## src/rtl/mem_port_arbiter_pkg.sv

```systemverilog
// Shared load/store type codes, arbiter state/owner encodings and the
// alignment rule used by both the arbiter and the load/store path.
package mem_port_arbiter_pkg;

    localparam int LS_SEL_WIDTH = 2;

    localparam logic [LS_SEL_WIDTH:0] LS_TYPE_LOAD_BYTE          = 3'b000;
    localparam logic [LS_SEL_WIDTH:0] LS_TYPE_LOAD_HALF          = 3'b001;
    localparam logic [LS_SEL_WIDTH:0] LS_TYPE_LOAD_WORD          = 3'b010;
    localparam logic [LS_SEL_WIDTH:0] LS_TYPE_LOAD_BYTE_UNSIGNED = 3'b100;
    localparam logic [LS_SEL_WIDTH:0] LS_TYPE_LOAD_HALF_UNSIGNED = 3'b101;
    localparam logic [LS_SEL_WIDTH:0] LS_TYPE_STORE_BYTE         = 3'b000;
    localparam logic [LS_SEL_WIDTH:0] LS_TYPE_STORE_HALF         = 3'b001;
    localparam logic [LS_SEL_WIDTH:0] LS_TYPE_STORE_WORD         = 3'b010;

    localparam int ARB_STATE_WIDTH = 2;

    typedef enum logic [ARB_STATE_WIDTH-1:0] {
        ARB_STATE_IDLE      = 2'd0,
        ARB_STATE_ISSUE     = 2'd1,
        ARB_STATE_WAIT_RESP = 2'd2,
        ARB_STATE_RESPOND   = 2'd3
    } arb_state_e;

    typedef enum logic {
        ARB_OWNER_IF = 1'b0,
        ARB_OWNER_DM = 1'b1
    } arb_owner_e;

    // The low LS_SEL_WIDTH bits of the type code carry the access size.
    function automatic logic is_misaligned(input logic [LS_SEL_WIDTH:0] ls_type,
                                           input logic [1:0] addr_lsb);
        logic fault;
        case (ls_type[LS_SEL_WIDTH-1:0])
            2'b10, 2'b11: fault = (addr_lsb != 2'b00);
            2'b01:        fault = addr_lsb[0];
            default:      fault = 1'b0;
        endcase
        return fault;
    endfunction

endpackage

```

## src/rtl/mem_port_arbiter_fairness.sv

```systemverilog
// Winner select for the shared memory port: data wins contention until it has
// taken MAX_DATA_STREAK contended grants in a row, then fetch is forced once.
module mem_arbiter_fairness
    import mem_port_arbiter_pkg::*;
#(
    parameter int MAX_DATA_STREAK = 4,
    parameter int STREAK_WIDTH    = 3
) (
    input  logic       clk,
    input  logic       rst_n,
    input  logic       if_valid,
    input  logic       dm_valid,
    input  logic       grant,
    output arb_owner_e select
);

    localparam logic [STREAK_WIDTH-1:0] STREAK_LIMIT = STREAK_WIDTH'(MAX_DATA_STREAK);
    localparam logic [STREAK_WIDTH-1:0] STREAK_SAT   = '1;

    logic [STREAK_WIDTH-1:0] streak_q, streak_d;
    logic                    force_fetch;

    always_comb begin
        force_fetch = (MAX_DATA_STREAK != 0) && if_valid && (streak_q == STREAK_LIMIT);
        select      = (dm_valid && !force_fetch) ? ARB_OWNER_DM : ARB_OWNER_IF;
        streak_d    = streak_q;
        if (grant) begin
            if (select == ARB_OWNER_IF) begin
                streak_d = '0;
            end else if (if_valid && (streak_q != STREAK_SAT)) begin
                streak_d = streak_q + 1'b1;
            end
        end
    end

    always_ff @(posedge clk or negedge rst_n) begin
        if (!rst_n) begin
            streak_q <= '0;
        end else begin
            streak_q <= streak_d;
        end
    end

endmodule

```

## src/rtl/mem_port_arbiter.sv

```systemverilog
// Shares one downstream memory port between instruction fetch and load/store,
// one transaction at a time; misaligned requests are answered locally.
module mem_port_arbiter
    import mem_port_arbiter_pkg::*;
#(
    parameter int XLEN            = 32,
    parameter int MAX_DATA_STREAK = 4,
    parameter int STREAK_WIDTH    = 3
) (
    input  logic                    i_Clock,
    input  logic                    i_Reset_N,
    input  logic                    i_If_Req_Valid,
    input  logic [XLEN-1:0]         i_If_Addr,
    output logic                    o_If_Req_Ready,
    output logic                    o_If_Resp_Valid,
    output logic [XLEN-1:0]         o_If_Resp_Data,
    output logic                    o_If_Resp_Error,
    input  logic                    i_Dm_Req_Valid,
    input  logic                    i_Dm_Write_Enable,
    input  logic [LS_SEL_WIDTH:0]   i_Dm_Load_Store_Type,
    input  logic [XLEN-1:0]         i_Dm_Addr,
    input  logic [XLEN-1:0]         i_Dm_Wdata,
    output logic                    o_Dm_Req_Ready,
    output logic                    o_Dm_Resp_Valid,
    output logic [XLEN-1:0]         o_Dm_Resp_Data,
    output logic                    o_Dm_Resp_Error,
    output logic                    o_Mem_Req_Valid,
    input  logic                    i_Mem_Req_Ready,
    output logic                    o_Mem_Write_Enable,
    output logic [LS_SEL_WIDTH:0]   o_Mem_Load_Store_Type,
    output logic [XLEN-1:0]         o_Mem_Addr,
    output logic [XLEN-1:0]         o_Mem_Wdata,
    input  logic                    i_Mem_Resp_Valid,
    input  logic [XLEN-1:0]         i_Mem_Resp_Data,
    input  logic                    i_Mem_Resp_Error,
    output logic                    o_Busy
);

    arb_state_e            state_q, state_d;
    arb_owner_e            owner_q, owner_d;
    arb_owner_e            select;
    logic                  we_q, we_d;
    logic [LS_SEL_WIDTH:0] type_q, type_d;
    logic [XLEN-1:0]       addr_q, addr_d;
    logic [XLEN-1:0]       wdata_q, wdata_d;
    logic [XLEN-1:0]       resp_data_q, resp_data_d;
    logic                  resp_error_q, resp_error_d;

    logic                  idle;
    logic                  grant;
    logic                  req_we;
    logic [LS_SEL_WIDTH:0] req_type;
    logic [XLEN-1:0]       req_addr;
    logic [XLEN-1:0]       req_wdata;
    logic                  if_respond;
    logic                  dm_respond;

    mem_arbiter_fairness #(
        .MAX_DATA_STREAK (MAX_DATA_STREAK),
        .STREAK_WIDTH    (STREAK_WIDTH)
    ) u_fairness (
        .clk      (i_Clock),
        .rst_n    (i_Reset_N),
        .if_valid (i_If_Req_Valid),
        .dm_valid (i_Dm_Req_Valid),
        .grant    (grant),
        .select   (select)
    );

    always_comb begin
        idle  = (state_q == ARB_STATE_IDLE);
        grant = idle && ((select == ARB_OWNER_DM) ? i_Dm_Req_Valid : i_If_Req_Valid);

        // Fetch is always a plain word read regardless of what it might carry.
        if (select == ARB_OWNER_DM) begin
            req_we    = i_Dm_Write_Enable;
            req_type  = i_Dm_Load_Store_Type;
            req_addr  = i_Dm_Addr;
            req_wdata = i_Dm_Wdata;
        end else begin
            req_we    = 1'b0;
            req_type  = LS_TYPE_LOAD_WORD;
            req_addr  = i_If_Addr;
            req_wdata = '0;
        end

        state_d      = state_q;
        owner_d      = owner_q;
        we_d         = we_q;
        type_d       = type_q;
        addr_d       = addr_q;
        wdata_d      = wdata_q;
        resp_data_d  = resp_data_q;
        resp_error_d = resp_error_q;

        case (state_q)
            ARB_STATE_IDLE: begin
                if (grant) begin
                    owner_d      = select;
                    we_d         = req_we;
                    type_d       = req_type;
                    addr_d       = req_addr;
                    wdata_d      = req_wdata;
                    resp_data_d  = '0;
                    resp_error_d = 1'b0;
                    if (is_misaligned(req_type, req_addr[1:0])) begin
                        resp_error_d = 1'b1;
                        state_d      = ARB_STATE_RESPOND;
                    end else begin
                        state_d      = ARB_STATE_ISSUE;
                    end
                end
            end
            ARB_STATE_ISSUE: begin
                if (i_Mem_Req_Ready) begin
                    state_d = ARB_STATE_WAIT_RESP;
                end
            end
            ARB_STATE_WAIT_RESP: begin
                if (i_Mem_Resp_Valid) begin
                    resp_data_d  = we_q ? '0 : i_Mem_Resp_Data;
                    resp_error_d = i_Mem_Resp_Error;
                    state_d      = ARB_STATE_RESPOND;
                end
            end
            ARB_STATE_RESPOND: begin
                state_d = ARB_STATE_IDLE;
            end
            default: begin
                state_d = ARB_STATE_IDLE;
            end
        endcase
    end

    always_ff @(posedge i_Clock or negedge i_Reset_N) begin
        if (!i_Reset_N) begin
            state_q      <= ARB_STATE_IDLE;
            owner_q      <= ARB_OWNER_IF;
            we_q         <= 1'b0;
            type_q       <= '0;
            addr_q       <= '0;
            wdata_q      <= '0;
            resp_data_q  <= '0;
            resp_error_q <= 1'b0;
        end else begin
            state_q      <= state_d;
            owner_q      <= owner_d;
            we_q         <= we_d;
            type_q       <= type_d;
            addr_q       <= addr_d;
            wdata_q      <= wdata_d;
            resp_data_q  <= resp_data_d;
            resp_error_q <= resp_error_d;
        end
    end

    // Ready is held low during reset so every output reads 0 while it is asserted.
    assign o_If_Req_Ready = i_Reset_N && idle && (select == ARB_OWNER_IF);
    assign o_Dm_Req_Ready = i_Reset_N && idle && (select == ARB_OWNER_DM);

    assign if_respond      = (state_q == ARB_STATE_RESPOND) && (owner_q == ARB_OWNER_IF);
    assign dm_respond      = (state_q == ARB_STATE_RESPOND) && (owner_q == ARB_OWNER_DM);
    assign o_If_Resp_Valid = if_respond;
    assign o_If_Resp_Data  = if_respond ? resp_data_q : '0;
    assign o_If_Resp_Error = if_respond && resp_error_q;
    assign o_Dm_Resp_Valid = dm_respond;
    assign o_Dm_Resp_Data  = dm_respond ? resp_data_q : '0;
    assign o_Dm_Resp_Error = dm_respond && resp_error_q;

    assign o_Mem_Req_Valid       = (state_q == ARB_STATE_ISSUE);
    assign o_Mem_Write_Enable    = we_q;
    assign o_Mem_Load_Store_Type = type_q;
    assign o_Mem_Addr            = addr_q;
    assign o_Mem_Wdata           = wdata_q;
    assign o_Busy                = !idle;

endmodule

```

## config.mk

```make
export PLATFORM = sky130hd
export DESIGN_NAME = mem_port_arbiter
export DESIGN_NICKNAME = d
export VERILOG_FILES = /design/src/rtl/mem_port_arbiter_pkg.sv /design/src/rtl/mem_port_arbiter_fairness.sv /design/src/rtl/mem_port_arbiter.sv
export SDC_FILE = /design/constraint.sdc
export NUM_CORES = 1
export LEC_CHECK = 0
export ABC_AREA = 1
export CORE_MARGIN = 2
export CORE_UTILIZATION = 37
export DETAILED_ROUTE_END_ITERATION = 16
export PLACE_DENSITY = 0.76
export SLEW_MARGIN = 10
export SYNTH_ARGS = -nofsm -noshare
export SYNTH_HDL_FRONTEND = slang
export SYNTH_HIERARCHICAL = 1
export SYNTH_SLANG_ARGS = --single-unit
```

## constraint.sdc

```tcl
create_clock -name i_Clock -period 5.02 [get_ports i_Clock]
set_input_delay 0.502 -clock i_Clock [delete_from_list [all_inputs] [get_ports i_Clock]]
set_output_delay 0.502 -clock i_Clock [all_outputs]
set_load 0.01 [all_outputs]
```

==> flow_metrics.env, run 1 <==
export IMPL_post_route_setup_tns_ns=0
export IMPL_yosys_mux_area_fraction=0
export IMPL_ff_to_ff_path_depth=11
export IMPL_antenna_diode_count=0
export IMPL_synthTopCellsByArea="sky130_fd_sc_hd__dfrtp_1 (51%), sky130_fd_sc_hd__nand2_1 (16%), sky130_fd_sc_hd__nor2_1 (5.4%)"
export IMPL_drv_max_cap_violation_count=0
export IMPL_worst_endpoint_arrival_ns=2.90
export IMPL_viasPerCell=4.66
export IMPL_final_antenna_net_count=0
export IMPL_dp_cells=1087
export IMPL_design_core_area_um2=13800
export IMPL_die_x_um=123
export IMPL_pin_count=279
export IMPL_crit_path_max_incr_delay_ns=0.56
export IMPL_post_route_drc_count=0
export IMPL_cts_root_buffer="sky130_fd_sc_hd__clkbuf_16"
export IMPL_drtIter0Drc=315
export IMPL_fin_area_um2=8390
export IMPL_cts_made_buffers=9
export IMPL_rsz_0062_raised_after_global_routing="no"
export IMPL_insertion_delay_ns=0.34
export IMPL_synth_top_family_by_area="simple AND/OR/NAND/NOR gates"
export IMPL_worst_clock_skew_ns=0.00845
export IMPL_clock_sinks=107
export IMPL_netlist_top_cell_by_area="sky130_fd_sc_hd__dfrtp_1"
export IMPL_tot_pwr_uw=4080
export IMPL_gr_usage_all_layers=0.209
export IMPL_drive_gt1_frac=0.0726
export IMPL_post_synth_inst_count=662
export IMPL_crit_slowest_cell="sky130_fd_sc_hd__clkdlybuf4s50_1"
export IMPL_total_leakage_power_uw=0.00376
export IMPL_floorplan_initialDensity=0.378
export IMPL_htree_num_levels=3
export IMPL_globalRouteOverflowTotal=0
export IMPL_hp_class="in2async"
export IMPL_synthAdderAreaFrac=0.0192
export IMPL_fmaxAchievable_mhz=294
export IMPL_run_status="finished clean"
export IMPL_tritoncts="built"
export IMPL_yosys_warning_total=6
export IMPL_crit_reg2reg_launch="u_fairness/streak_q[0]"
export IMPL_drt_total_wl_mm=15.9
export IMPL_detailedPlacementHpwl_mm=11.6
export IMPL_post_synthesis_sequential_area_ratio=0.513
export IMPL_initial_antenna_violation_count=0
export IMPL_io_buffers=278
export IMPL_num_nets_final=1065
export IMPL_gpl_final_weighted_congestion=0.760
export IMPL_finalCriticalPeriod_ns=3.40
export IMPL_cp_startpoint="u_fairness/streak_q[0]"
export IMPL_synth_compound_area_frac=0.0779
export IMPL_drt_pass1_iter_count=4
export IMPL_crit_required_ns=4.52
export IMPL_fin_crit_sh=0.678
export IMPL_flow_area_growth_from_synthesis_pct=60.7
export IMPL_vdd_ir_drop_worst_v=0.000259
export IMPL_power_per_cell_area_nw_per_um2=486
export IMPL_grt_pass1_wl_mm=24.6
export IMPL_max_slew_worst_pin_slew_ns=1.14
export IMPL_synth_cell_type_count=24
export IMPL_cp_start_kind="flip-flop"
export IMPL_simple_logic_cell_fraction_of_the_synthesized_area=0.310
export IMPL_yosys_area_share_xor_xnor=0
export IMPL_die_ar_um2=15100
export IMPL_cts_reportedPaths_clkPinSlew_ns=0.08
export IMPL_crit_path_max_fanout=39
export IMPL_placed_cell_area_um2=8080
export IMPL_postSynthRegisterBits=107
export IMPL_worst_slew_margin_rel=0.241
export IMPL_via_count=5144
export IMPL_cts_repair_resized=0
export IMPL_regArea_um2=2680
export IMPL_fillCellCount=1263
export IMPL_endpoint_kind="primary output"
export IMPL_synth_cell_area_um2=5220
export IMPL_number_of_global_route_vias_before_repair=4807
export IMPL_drt_wirelength_per_cell_um=14.4
export IMPL_crit_reg_reg_endpoint="o_Mem_Addr[27]"
export IMPL_synth_top_area_share=0.513
export IMPL_multi_input_area_um2=2130
export IMPL_slew_viol_final=0
export IMPL_grt_max_degree=67
export IMPL_clock_tree_buffer_depth=2
export IMPL_cts_repair_timing_setup_buffer_count=0
export IMPL_finish_cell_count_without_fillers=1103
export IMPL_synth_fp_nets=809
export IMPL_rrSetupSlack_ns=1.85
export IMPL_setup_worst_path_class="reg2out"
export IMPL_worstPathCellList="inv_1 > ha_1 > nand3_2 > nand2_1 > inv_2 > clkinv_2 > buf_4 > nor3_1 > clkdlybuf4s50_1"
export IMPL_report_final_hold_viol_count=0
export IMPL_setup_viol=0
export IMPL_holdBufCountCts=0
export IMPL_fp_dieH_um=123
export IMPL_fp_row_count=43
export IMPL_synth_area_per_cell_um2=7.89
-- critical path, delay by kind of cell (launching register included) --
kind                       cells  cell delay, ns
adders and majority gates      1            0.21
buffers and inverters          5            1.54
DFF                            1            0.41
and+or+nand+nor                3            0.39
-- sequential cells by signal, summed over array words and instances (netlist names) --
| name | cells |
|---|---|
| state_q | 2 |
| resp_error_q | 1 |
| resp_data_q | 32 |
| u_fairness/streak_q | 3 |
| o_Mem_Load_Store_Type | 3 |
| o_Mem_Wdata | 32 |
| o_Mem_Write_Enable | 1 |
| owner_q | 1 |
| o_Mem_Addr | 32 |
-- through the flow --
step	setup slack [ns]	hold WS, ns	util
finish	1.62	0.170	0.607
global route	1.44	0.223	0.607
CTS	1.61	0.205	0.607
detailed placement	1.56	0.463	0.584
global placement	1.63	0.461	0.584
floorplan	3.03	0.206	-
-- cells in the mapped netlist, drive strengths merged --
master  count
o21ai      35
clkinv      1
clkbuf     21
inv        53
nand2     229
ha          8
buf        20
nor3        2
nand3      46
o22ai       1
or2        32
o211ai     30
and2        1
dfrtp     107
nor2       76
-- power breakdown --
part / total [µW] / switching, µW / internal (µW)
Clock: 735 / 319 / 416
Sequential: 1440 / 208 / 1230
Combinational: 1910 / 1020 / 893
-- placed cells by master, fill, tap and decap left out, types with 2 or more instances in the layout --
cell                              synthesis  routed
sky130_fd_sc_hd__o21ai_1                  6       6
sky130_fd_sc_hd__or2_2                   32      32
sky130_fd_sc_hd__buf_4                    4       9
sky130_fd_sc_hd__nor2_1                  75      74
sky130_fd_sc_hd__inv_1                   52      51
sky130_fd_sc_hd__nand3_2                  3       3
sky130_fd_sc_hd__nand2_1                228     228
sky130_fd_sc_hd__clkbuf_8                 0       2
sky130_fd_sc_hd__clkinv_2                 1       2
sky130_fd_sc_hd__dfrtp_1                107     107
sky130_fd_sc_hd__o21ai_0                 29      29
sky130_fd_sc_hd__ha_1                     8       8
sky130_fd_sc_hd__clkbuf_16                0       9
sky130_fd_sc_hd__clkdlybuf4s50_1          0     277
sky130_fd_sc_hd__inv_2                    1       2
sky130_fd_sc_hd__nand3_1                 43      43
sky130_fd_sc_hd__nor3_1                   2       2
sky130_fd_sc_hd__o211ai_1                30      30
-- cell type report --
cell class,instances,area share
sequential,107,0.319
clock inverter,5,0.00716
timing repair buffer,286,0.339
tap,180,0.0268
inverter,54,0.0243
clock buffer,11,0.0301
multi-input combinational,460,0.254
-- how the worst max path moves through the flow --
stage,endpoint,cells after the start
4_1_cts,o_Dm_Req_Ready,9
6_report,o_Dm_Req_Ready,9
2_1_floorplan,o_Dm_Req_Ready,9
3_3_place_gp,o_Mem_Addr[14],9
3_5_place_dp,o_Mem_Addr[4],10
5_1_grt,o_Dm_Req_Ready,9
-- logic make-up after synthesis --
logic type,after synthesis
and+or+nand+nor,386
DFF,107
buffers and inverters,95
AOI/OAI and AO/OA,66
adders and majority gates,8
-- layer usage --
metal,share of wire,track usage,routed length (µm),vias up
met5,0,0,0,-
met4,0.017,0.0560,272,0
met3,0.090,0.0739,1430,18
met2,0.49,0.361,7810,187
met1,0.40,0.246,6410,2370
li1,-,-,-,2569
No activity file was read; power rests on OpenSTA's default activity.
==> run 2, diff against run 1 <==
--- a/config.mk
+++ b/config.mk
@@ -7,9 +7,9 @@
 export LEC_CHECK = 0
 export ABC_AREA = 1
 export CORE_MARGIN = 2
-export CORE_UTILIZATION = 37
+export CORE_UTILIZATION = 36
 export DETAILED_ROUTE_END_ITERATION = 16
-export PLACE_DENSITY = 0.76
+export PLACE_DENSITY = 0.78
 export SLEW_MARGIN = 10
 export SYNTH_ARGS = -nofsm -noshare
 export SYNTH_HDL_FRONTEND = slang
==> constraint.sdc (replaced) <==
create_clock -name i_Clock -period 3.08 [get_ports i_Clock]
set_input_delay 0.308 -clock i_Clock [delete_from_list [all_inputs] [get_ports i_Clock]]
set_output_delay 0.308 -clock i_Clock [all_outputs]
set_load 0.01 [all_outputs]
==> run 2 against run 1 <==
  * Register-to-register slack lost 1.2 ns
  * Hold slack improved by 0.14 ns
  * Non-clock buffer count grew 6
  * Sequential share of layout area fell by 0.18 points
  * Via count is 1.7% higher
  * Critical path type unchanged
  * Combinational power rose by 65%
  * Final area increased by 0.57%
  * Critical path depth down 1
==> flow_metrics.env, run 2 (synthesis results as in run 1) <==
export IMPL_run_status="finished clean"
export IMPL_crit_path_max_fanout=18
export IMPL_cp_start_kind="flip-flop"
export IMPL_rrSetupSlack_ns=0.70
export IMPL_fillCellCount=1313
export IMPL_final_antenna_net_count=0
export IMPL_crit_required_ns=2.77
export IMPL_layout_commonest_cell="sky130_fd_sc_hd__clkdlybuf4s50_1"
export IMPL_globalRouteOverflowTotal=0
export IMPL_drive_gt1_frac=0.0744
export IMPL_power_per_cell_area_nw_per_um2=790
export IMPL_drt_wirelength_per_cell_um=14.4
export IMPL_num_nets_final=1071
export IMPL_slew_viol_final=0
export IMPL_drtIter0Drc=317
export IMPL_clock_tree_buffer_depth=2
export IMPL_design_core_area_um2=14400
export IMPL_pin_count=279
export IMPL_final_core_util=0.587
export IMPL_setup_viol=0
export IMPL_crit_reg_reg_endpoint="resp_data_q[9]"
export IMPL_wp_buf_inv=4
export IMPL_vdd_ir_drop_worst_v=0.000487
export IMPL_finalCriticalPeriod_ns=2.68
export IMPL_floorplan_initialDensity=0.363
export IMPL_antenna_diode_count=0
export IMPL_regArea_um2=2680
export IMPL_endpoint="o_Dm_Req_Ready"
export IMPL_report_final_hold_viol_count=0
export IMPL_power_share_clock=0.174
export IMPL_worstPathCellList="inv_1 > ha_1 > nand3_2 > nand2_1 > inv_2 > clkinv_2 > nor3_1 > clkdlybuf4s50_1"
export IMPL_die_x_um=124
export IMPL_seq_power_share=0.352
export IMPL_cts_reportedPaths_clkPinSlew_ns=0.07
export IMPL_power_frac_comb=0.474
export IMPL_grt_pass1_wl_mm=26.6
export IMPL_viasPerCell=4.70
export IMPL_gr_usage_all_layers=0.211
export IMPL_flow_area_growth_from_synthesis_pct=61.6
export IMPL_via_count=5231
export IMPL_max_slew_worst_pin_slew_ns=0.821
export IMPL_number_of_global_route_vias_before_repair=5219
export IMPL_netSwitchingFraction=0.376
export IMPL_initial_antenna_violation_count=0
export IMPL_cts_root_buffer="sky130_fd_sc_hd__clkbuf_16"
export IMPL_fp_dieH_um=124
export IMPL_cp_depth=8
export IMPL_cts_repair_timing_setup_buffer_count=0
export IMPL_multi_input_area_um2=2130
export IMPL_fp_row_count=44
export IMPL_crit_path_max_incr_delay_ns=0.58
export IMPL_cts_repair_resized=0
export IMPL_drt_pass1_iter_count=4
export IMPL_crit_reg2reg_launch="u_fairness/streak_q[0]"
export IMPL_fmaxAchievable_mhz=374
export IMPL_worst_endpoint_arrival_ns=2.37
export IMPL_die_ar_um2=15500
export IMPL_tritoncts="built"
export IMPL_worst_clock_skew_ns=0.00803
export IMPL_htree_num_levels=3
export IMPL_net_switching_power_uw=2500
export IMPL_setup_worst_path_class="reg2out"
export IMPL_post_route_setup_tns_ns=0
export IMPL_insertion_delay_ns=0.34
export IMPL_worst_slew_margin_rel=0.453
export IMPL_grt_max_degree=71
export IMPL_p_int_uw=4160
export IMPL_hp_class="in2async"
export IMPL_post_route_drc_count=0
export IMPL_detailedPlacementHpwl_mm=11.6
export IMPL_gpl_final_weighted_congestion=0.858
export IMPL_endpoint_kind="primary output"
export IMPL_fin_crit_sh=0.869
export IMPL_holdBufCountCts=1
export IMPL_worst_path_dominant_cell_family="buffers and inverters"
export IMPL_total_leakage_power_uw=0.00379
export IMPL_cts_made_buffers=9
export IMPL_cp_startpoint="u_fairness/streak_q[0]"
export IMPL_mostFrequentLayoutCells="sky130_fd_sc_hd__clkdlybuf4s50_1 (277), sky130_fd_sc_hd__nand2_1 (228), sky130_fd_sc_hd__dfrtp_1 (107)"
export IMPL_clock_sinks=107
export IMPL_drv_max_cap_violation_count=0
export IMPL_crit_slowest_cell="sky130_fd_sc_hd__clkdlybuf4s50_1"
export IMPL_rsz_0062_raised_after_global_routing="no"
export IMPL_drt_total_wl_mm=16.0
export IMPL_io_buffers=278
export IMPL_ff_to_ff_path_depth=11
-- run 2: routing by layer --
| layer | GRT usage | part of all wire |
|---|---|---|
| met3 | 0.0511 | 0.069 |
| met4 | 0.0813 | 0.028 |
| met2 | 0.347 | 0.48 |
| met1 | 0.268 | 0.43 |
| met5 | 0 | 0 |
-- run 2: worst min-delay path by stage --
| stage | start | to | slack [ns] |
|---|---|---|---|
| floorplan | i_Reset_N | o_Mem_Addr[0] | 0.01 |
| global route | i_Reset_N | resp_data_q[3] | 0.32 |
| CTS | i_Reset_N | resp_data_q[3] | 0.30 |
| global placement | i_Reset_N | resp_data_q[2] | 0.12 |
| detailed placement | i_Reset_N | resp_data_q[2] | 0.12 |
| finish | i_Reset_N | resp_data_q[2] | 0.31 |
-- run 2: power groups by stage --
stage          clock network [µW]  registers, µW  logic [µW]
3_5_place_dp                    0           2350        3190
5_1_grt                      1260           2420        3500
6_report                     1160           2340        3160
3_3_place_gp                    0           2340        3130
4_1_cts                      1210           2340        3200
2_1_floorplan                   0           2490        1490
-- run 2: layout make-up --
class	instances	share of cell area
clock buffer	13	0.0309
multi-input combinational	460	0.252
sequential	107	0.317
timing repair buffer	292	0.344
tap	184	0.0273
inverter	54	0.0242
clock inverter	2	0.00415
-- run 2: through the flow --
| step | hold WS (ns) | power (µW) | instance area, µm² | instances | worst slack, ns |
|---|---|---|---|---|---|
| after global placement | 0.119 | 5470 | 8130 | 1096 | 0.616 |
| after floorplan | 0.0124 | 3980 | 5220 | 662 | 1.22 |
| final | 0.312 | 6660 | 8440 | 1112 | 0.405 |
| after detailed placement | 0.117 | 5540 | 8130 | 1096 | 0.596 |
| after global routing | 0.322 | 7190 | 8440 | 1112 | 0.219 |
| after CTS | 0.298 | 6750 | 8440 | 1112 | 0.372 |
